==> src/rtl/sys_gpio_a_port.sv <==
// GPIO port A pad stage: output data register, pad enables, input
// synchroniser, edge capture with maskable interrupt, Avalon-MM slave.
module sys_gpio_a_port #(
    parameter int unsigned           DATA_WIDTH  = 32,
    parameter int unsigned           SYNC_STAGES = 2,
    parameter logic [DATA_WIDTH-1:0] RESET_OUT   = '0
) (
    input  logic                  clk,
    input  logic                  reset_n,
    input  logic [2:0]            address,
    input  logic                  chipselect,
    input  logic                  write_n,
    input  logic [DATA_WIDTH-1:0] writedata,
    output logic [DATA_WIDTH-1:0] readdata,
    input  logic [DATA_WIDTH-1:0] dir_in,
    input  logic [DATA_WIDTH-1:0] pad_in,
    output logic [DATA_WIDTH-1:0] pad_out,
    output logic [DATA_WIDTH-1:0] pad_oe,
    output logic                  irq
);

    localparam logic [0:0] UNARMED = 1'b0;
    localparam logic [0:0] ARMED   = 1'b1;

    localparam logic [2:0] A_DATA   = 3'd0;
    localparam logic [2:0] A_RISE   = 3'd1;
    localparam logic [2:0] A_MASK   = 3'd2;
    localparam logic [2:0] A_EDGE   = 3'd3;
    localparam logic [2:0] A_OUTSET = 3'd4;
    localparam logic [2:0] A_OUTCLR = 3'd5;
    localparam logic [2:0] A_FALL   = 3'd6;
    localparam logic [2:0] A_PINRAW = 3'd7;

    localparam logic [2:0] ARM_LAST = 3'(SYNC_STAGES);

    logic [DATA_WIDTH-1:0] data_q, data_d;
    logic [DATA_WIDTH-1:0] rise_q, rise_d;
    logic [DATA_WIDTH-1:0] fall_q, fall_d;
    logic [DATA_WIDTH-1:0] mask_q, mask_d;
    logic [DATA_WIDTH-1:0] cap_q, cap_d;
    logic [DATA_WIDTH-1:0] prev_q;
    logic [DATA_WIDTH-1:0] sync_q [SYNC_STAGES];
    logic [DATA_WIDTH-1:0] sync_in;
    logic [DATA_WIDTH-1:0] ev_rise, ev_fall;
    logic [0:0]            state_q, state_d;
    logic [2:0]            cnt_q, cnt_d;
    logic                  armed;
    logic                  wr;
    logic                  wr_data, wr_rise, wr_mask, wr_edge;
    logic                  wr_set, wr_clr, wr_fall;

    assign wr      = chipselect & ~write_n;
    assign wr_data = wr && (address == A_DATA);
    assign wr_rise = wr && (address == A_RISE);
    assign wr_mask = wr && (address == A_MASK);
    assign wr_edge = wr && (address == A_EDGE);
    assign wr_set  = wr && (address == A_OUTSET);
    assign wr_clr  = wr && (address == A_OUTCLR);
    assign wr_fall = wr && (address == A_FALL);

    assign sync_in = sync_q[SYNC_STAGES-1];
    assign armed   = (state_q == ARMED);
    assign pad_oe  = dir_in;
    assign pad_out = data_q;
    assign irq     = |(cap_q & mask_q);

    assign ev_rise = sync_in & ~prev_q & rise_q & ~dir_in
                   & {DATA_WIDTH{armed}};
    assign ev_fall = ~sync_in & prev_q & fall_q & ~dir_in
                   & {DATA_WIDTH{armed}};

    always_comb begin
        data_d = data_q;
        unique case (1'b1)
            wr_data: data_d = writedata;
            wr_set:  data_d = data_q | writedata;
            wr_clr:  data_d = data_q & ~writedata;
            default: data_d = data_q;
        endcase
    end

    always_comb begin
        rise_d = wr_rise ? writedata : rise_q;
        fall_d = wr_fall ? writedata : fall_q;
        mask_d = wr_mask ? writedata : mask_q;
        // A new event outranks a simultaneous write-1-to-clear
        cap_d  = (cap_q & ~(writedata & {DATA_WIDTH{wr_edge}}))
               | ev_rise | ev_fall;
    end

    // Hold off capture until the synchroniser has flushed its reset zeros
    always_comb begin
        state_d = state_q;
        cnt_d   = cnt_q;
        if (state_q == UNARMED) begin
            if (cnt_q == ARM_LAST) begin
                state_d = ARMED;
            end else begin
                cnt_d = cnt_q + 3'd1;
            end
        end
    end

    always_comb begin
        readdata = '0;
        case (address)
            A_DATA:   readdata = (data_q & dir_in) | (sync_in & ~dir_in);
            A_RISE:   readdata = rise_q;
            A_MASK:   readdata = mask_q;
            A_EDGE:   readdata = cap_q;
            A_OUTSET: readdata = '0;
            A_OUTCLR: readdata = '0;
            A_FALL:   readdata = fall_q;
            A_PINRAW: readdata = sync_in;
            default:  readdata = '0;
        endcase
    end

    always_ff @(posedge clk or negedge reset_n) begin
        if (!reset_n) begin
            for (int i = 0; i < SYNC_STAGES; i++) begin
                sync_q[i] <= '0;
            end
        end else begin
            sync_q[0] <= pad_in;
            for (int i = 1; i < SYNC_STAGES; i++) begin
                sync_q[i] <= sync_q[i-1];
            end
        end
    end

    always_ff @(posedge clk or negedge reset_n) begin
        if (!reset_n) begin
            data_q  <= RESET_OUT;
            rise_q  <= '0;
            fall_q  <= '0;
            mask_q  <= '0;
            cap_q   <= '0;
            prev_q  <= '0;
            state_q <= UNARMED;
            cnt_q   <= '0;
        end else begin
            data_q  <= data_d;
            rise_q  <= rise_d;
            fall_q  <= fall_d;
            mask_q  <= mask_d;
            cap_q   <= cap_d;
            prev_q  <= sync_in;
            state_q <= state_d;
            cnt_q   <= cnt_d;
        end
    end

endmodule

==> config.mk <==
export PLATFORM = sky130hd
export DESIGN_NAME = sys_gpio_a_port
export DESIGN_NICKNAME = d
export VERILOG_FILES = /design/src/rtl/sys_gpio_a_port.sv
export SDC_FILE = /design/constraint.sdc
export NUM_CORES = 1
export LEC_CHECK = 0
export ABC_AREA = 1
export CAP_MARGIN = 25
export CORE_MARGIN = 8
export CORE_UTILIZATION = 35
export DETAILED_ROUTE_END_ITERATION = 7
export DONT_BUFFER_PORTS = 1
export MAX_ROUTING_LAYER = met4
export PLACE_DENSITY_LB_ADDON = 0.1
export SYNTH_ARGS = -nofsm -noshare
export SYNTH_HDL_FRONTEND = slang
export SYNTH_SLANG_ARGS = --single-unit
==> constraint.sdc <==
create_clock -name clk -period 2.8 [get_ports clk]
set_input_delay 0.28 -clock clk [delete_from_list [all_inputs] [get_ports clk]]
set_output_delay 0.28 -clock clk [all_outputs]
set_load 0.05 [all_outputs]
==> impl_metrics.toml <==
[yosys]
seq_area_frac_synth_pct = 53.1
synth_fp_nets = 1665
synth_cells = 1560
synth_area_leaders = "dfrtp_1 (53%), nand2_1 (15%), o21ai_0 (6.9%), inv_1 (6.0%), nand3_1 (3.7%)"
ys_ff_latch = 260
yosysWarnings = 0
avgSynthCellArea_um2 = 7.85
synth.cell_area_mm2 = 0.0122
synth_cell_type_count = 24
yosysTopAreaCellShare_pct = 53.1
yosys.area.top_type = "dfrtp_1"

[worst_setup_path]
path_class = "reg -> out"
path_cells = "nand2_1 -> nand2_1 -> nor2_1 -> nand2_1 -> nor2_1 -> nand2_1"
worst-path-buf-inv = 0
crit_arrival_ns = 1.95
cp_common_cell = "nand2_1"
crit_slowest_cell = "nand2_1"
cpPeakStageDelay_ns = 0.42
start_kind = "register"
cp-end-kind = "output pin"
reg2reg_setup_slack_ns = 1.33
crit_family = "simple AND/OR/NAND/NOR gates"
path_max_fanout = 3
cp.required_ns = 2.52

[placed_design]
io_buffers = 0
post-place-ws_ns = 0.812
gp_congestion = 0.787
hpwl_um = 24400

[detailed_routing]
dr.pass1.iters = 5
dr_total_vias = 10500
post_drt_wl_per_cell_um = 19.3
drtIter0Drc = 705
remaining_drc_errors = 0
final_antenna_net_count = 0
routed_wl_um = 40800
vias_per_cell = 4.95

[clock_network]
cts.path.max_buffers = 3
ctsHtreeMaxLevel = 2
cts_root_buffer = "clkbuf_16"
cts_resized = 0
post-cts-setup-buffers = 0
clkSinkCount = 260
cts.clk_slew.worst_paths_ns = 0.05
tritoncts = "built"
clkLatencyLatePin_ns = 0.52
tritoncts.num_buffers = 34
hold_buffers = 91

[sta]
timing.fmax_mhz = 448
report.final.slew_viol_count = 0
fin_ws_ns = 0.566
min_period_over_period_pct = 79.8
worst_pin_slew_ns = 0.933
setup-tns-final_ns = 0
period_needed_ns = 2.23
relSlewSlack_pct = 37.8
setup_viol = 0
whs_ns = -0.534
finalClockSkew_ns = 0.0118
rsz0062_at_grt = "no"
hold_viol_final = 260

[layout]
layout_commonest_cell = "nand2_1"
layout_common_cells = "nand2_1 (501), dfrtp_1 (259), inv_1 (197), o21ai_0 (168), dlygate4sd3_1 (91)"
drive_gt1_share_pct = 7.16
finalNetCount = 1744
multi_input_area_mm2 = 0.00444
fillers = 3511
area_growth_pct = 23.7
seqCellArea_mm2 = 0.00651

[global_routing]
grt_pass1_vias = 10900
grt_max_degree = 261
grt_pass1_wl_um = 64100
antenna_found_initial = 2
grt_usage_pct = 20.4
gr-total-overflow = 0

[floorplanning]
row_count = 68
die_w_um = 203
fp.dieH_um = 203
die_area_mm2 = 0.0412
pin_count = 200
initial_utilization_pct = 35.5
coreArea_mm2 = 0.0345

[pwr]
power_switching_mw = 3.32
p_int_mw = 7.65
sw_frac_of_total_pct = 30.3
pwr-share-clk_pct = 39.9
power_per_cell_area_mw_per_mm2 = 724
p_seq_share_pct = 45.0
pwr-share-comb_pct = 15.2
ir_drop_mv = 0.500
p_leak_nw = 7.32

[status]
violations = "negative hold slack"
outcome = "finished with violations"

[job]
max_cap_viol_count = 0

[min_path]
hp-class = "in -> async"
[state kept, by name, indices dropped and copies added, names as in the netlist]
signal,flops
fall_q,32
pad_out,32
prev_q,32
sync_q,32
cnt_q,3
sync_in,32
mask_q,32
armed,1
rise_q,32
cap_q,32
[synthesized netlist by cell type]
library cell,number
o21ai_1,19
buf_4,39
inv_2,3
xor2_1,2
clkinv_1,1
nor2_1,76
a21oi_1,32
o21ai_2,1
nor3_2,1
inv_1,197
nor3_1,32
nand3_2,1
nand3b_1,1
ha_1,2
dfrtp_1,260
nand4_1,64
buf_2,24
nor2_4,5
clkbuf_1,35
nand3_1,90
nand2_2,3
nand2_1,501
o21ai_0,168
clkbuf_2,3
[metal layers]
metal / share of wire (%) / vias up / GRT usage, % / routed length, µm
li1: - / 5082 / - / -
met1: 45 / 5028 / 26.7 / 18400
met4: 1.9 / 0 / 5.15 / 769
met5: 0 / - / - / 0
met3: 6.6 / 53 / 4.19 / 2700
met2: 47 / 321 / 32.1 / 19000
[worst paths after layout]
check | from | cells after the start | end
max | mask_q[6] | 6 | irq
min | reset_n | 0 | fall_q[9]
max reg2reg | armed | 4 | cnt_q[2]
min reg2reg | sync_q[57] | 0 | sync_in[25]
max in group asynchronous | reset_n | 0 | prev_q[22]
min in group clk | writedata[5] | 2 | mask_q[5]
[cell type report]
class / instances / area share [%]
diodes: 2 / 0.0330
clock buffers: 51 / 6.72
clock inverters: 9 / 0.652
inverters: 201 / 4.98
multi-input cells: 998 / 29.3
flip-flops and latches: 260 / 42.9
well taps: 455 / 3.76
repair buffers: 144 / 11.6
[metrics by stage]
stage | cells | hold WS, ns | util [%] | area, µm² | total power, mW
floorplan | 1560 | -0.0156 | - | 12200 | 6.05
global placement | 1967 | -0.00554 | 38.0 | 13100 | 6.53
detailed placement | 1967 | -0.00687 | 38.0 | 13100 | 6.55
CTS | 2118 | -0.554 | 43.9 | 15100 | 11.1
global route | 2120 | -0.558 | 43.9 | 15200 | 11.5
finish | 2120 | -0.534 | 43.9 | 15200 | 11.0
[cells by family after synthesis]
kind of cell,Yosys count,share of synthesized area (%)
adders and majority gates,2,0.204
xor gates and xnor gates,2,0.143
and+or+nand+nor,774,26.8
buffers and inverters,302,10.7
AOI/OAI and AO/OA,220,9.02
DFF,260,53.1
[power by group through the flow]
stage | registers [mW] | clock network (mW) | logic (mW)
6_report | 4.93 | 4.37 | 1.66
5_1_grt | 5.00 | 4.63 | 1.86
4_1_cts | 4.93 | 4.51 | 1.68
3_5_place_dp | 5.00 | 0 | 1.55
3_3_place_gp | 4.99 | 0 | 1.53
2_1_floorplan | 4.86 | 0 | 1.19
Power figures use the tool's default switching activity.
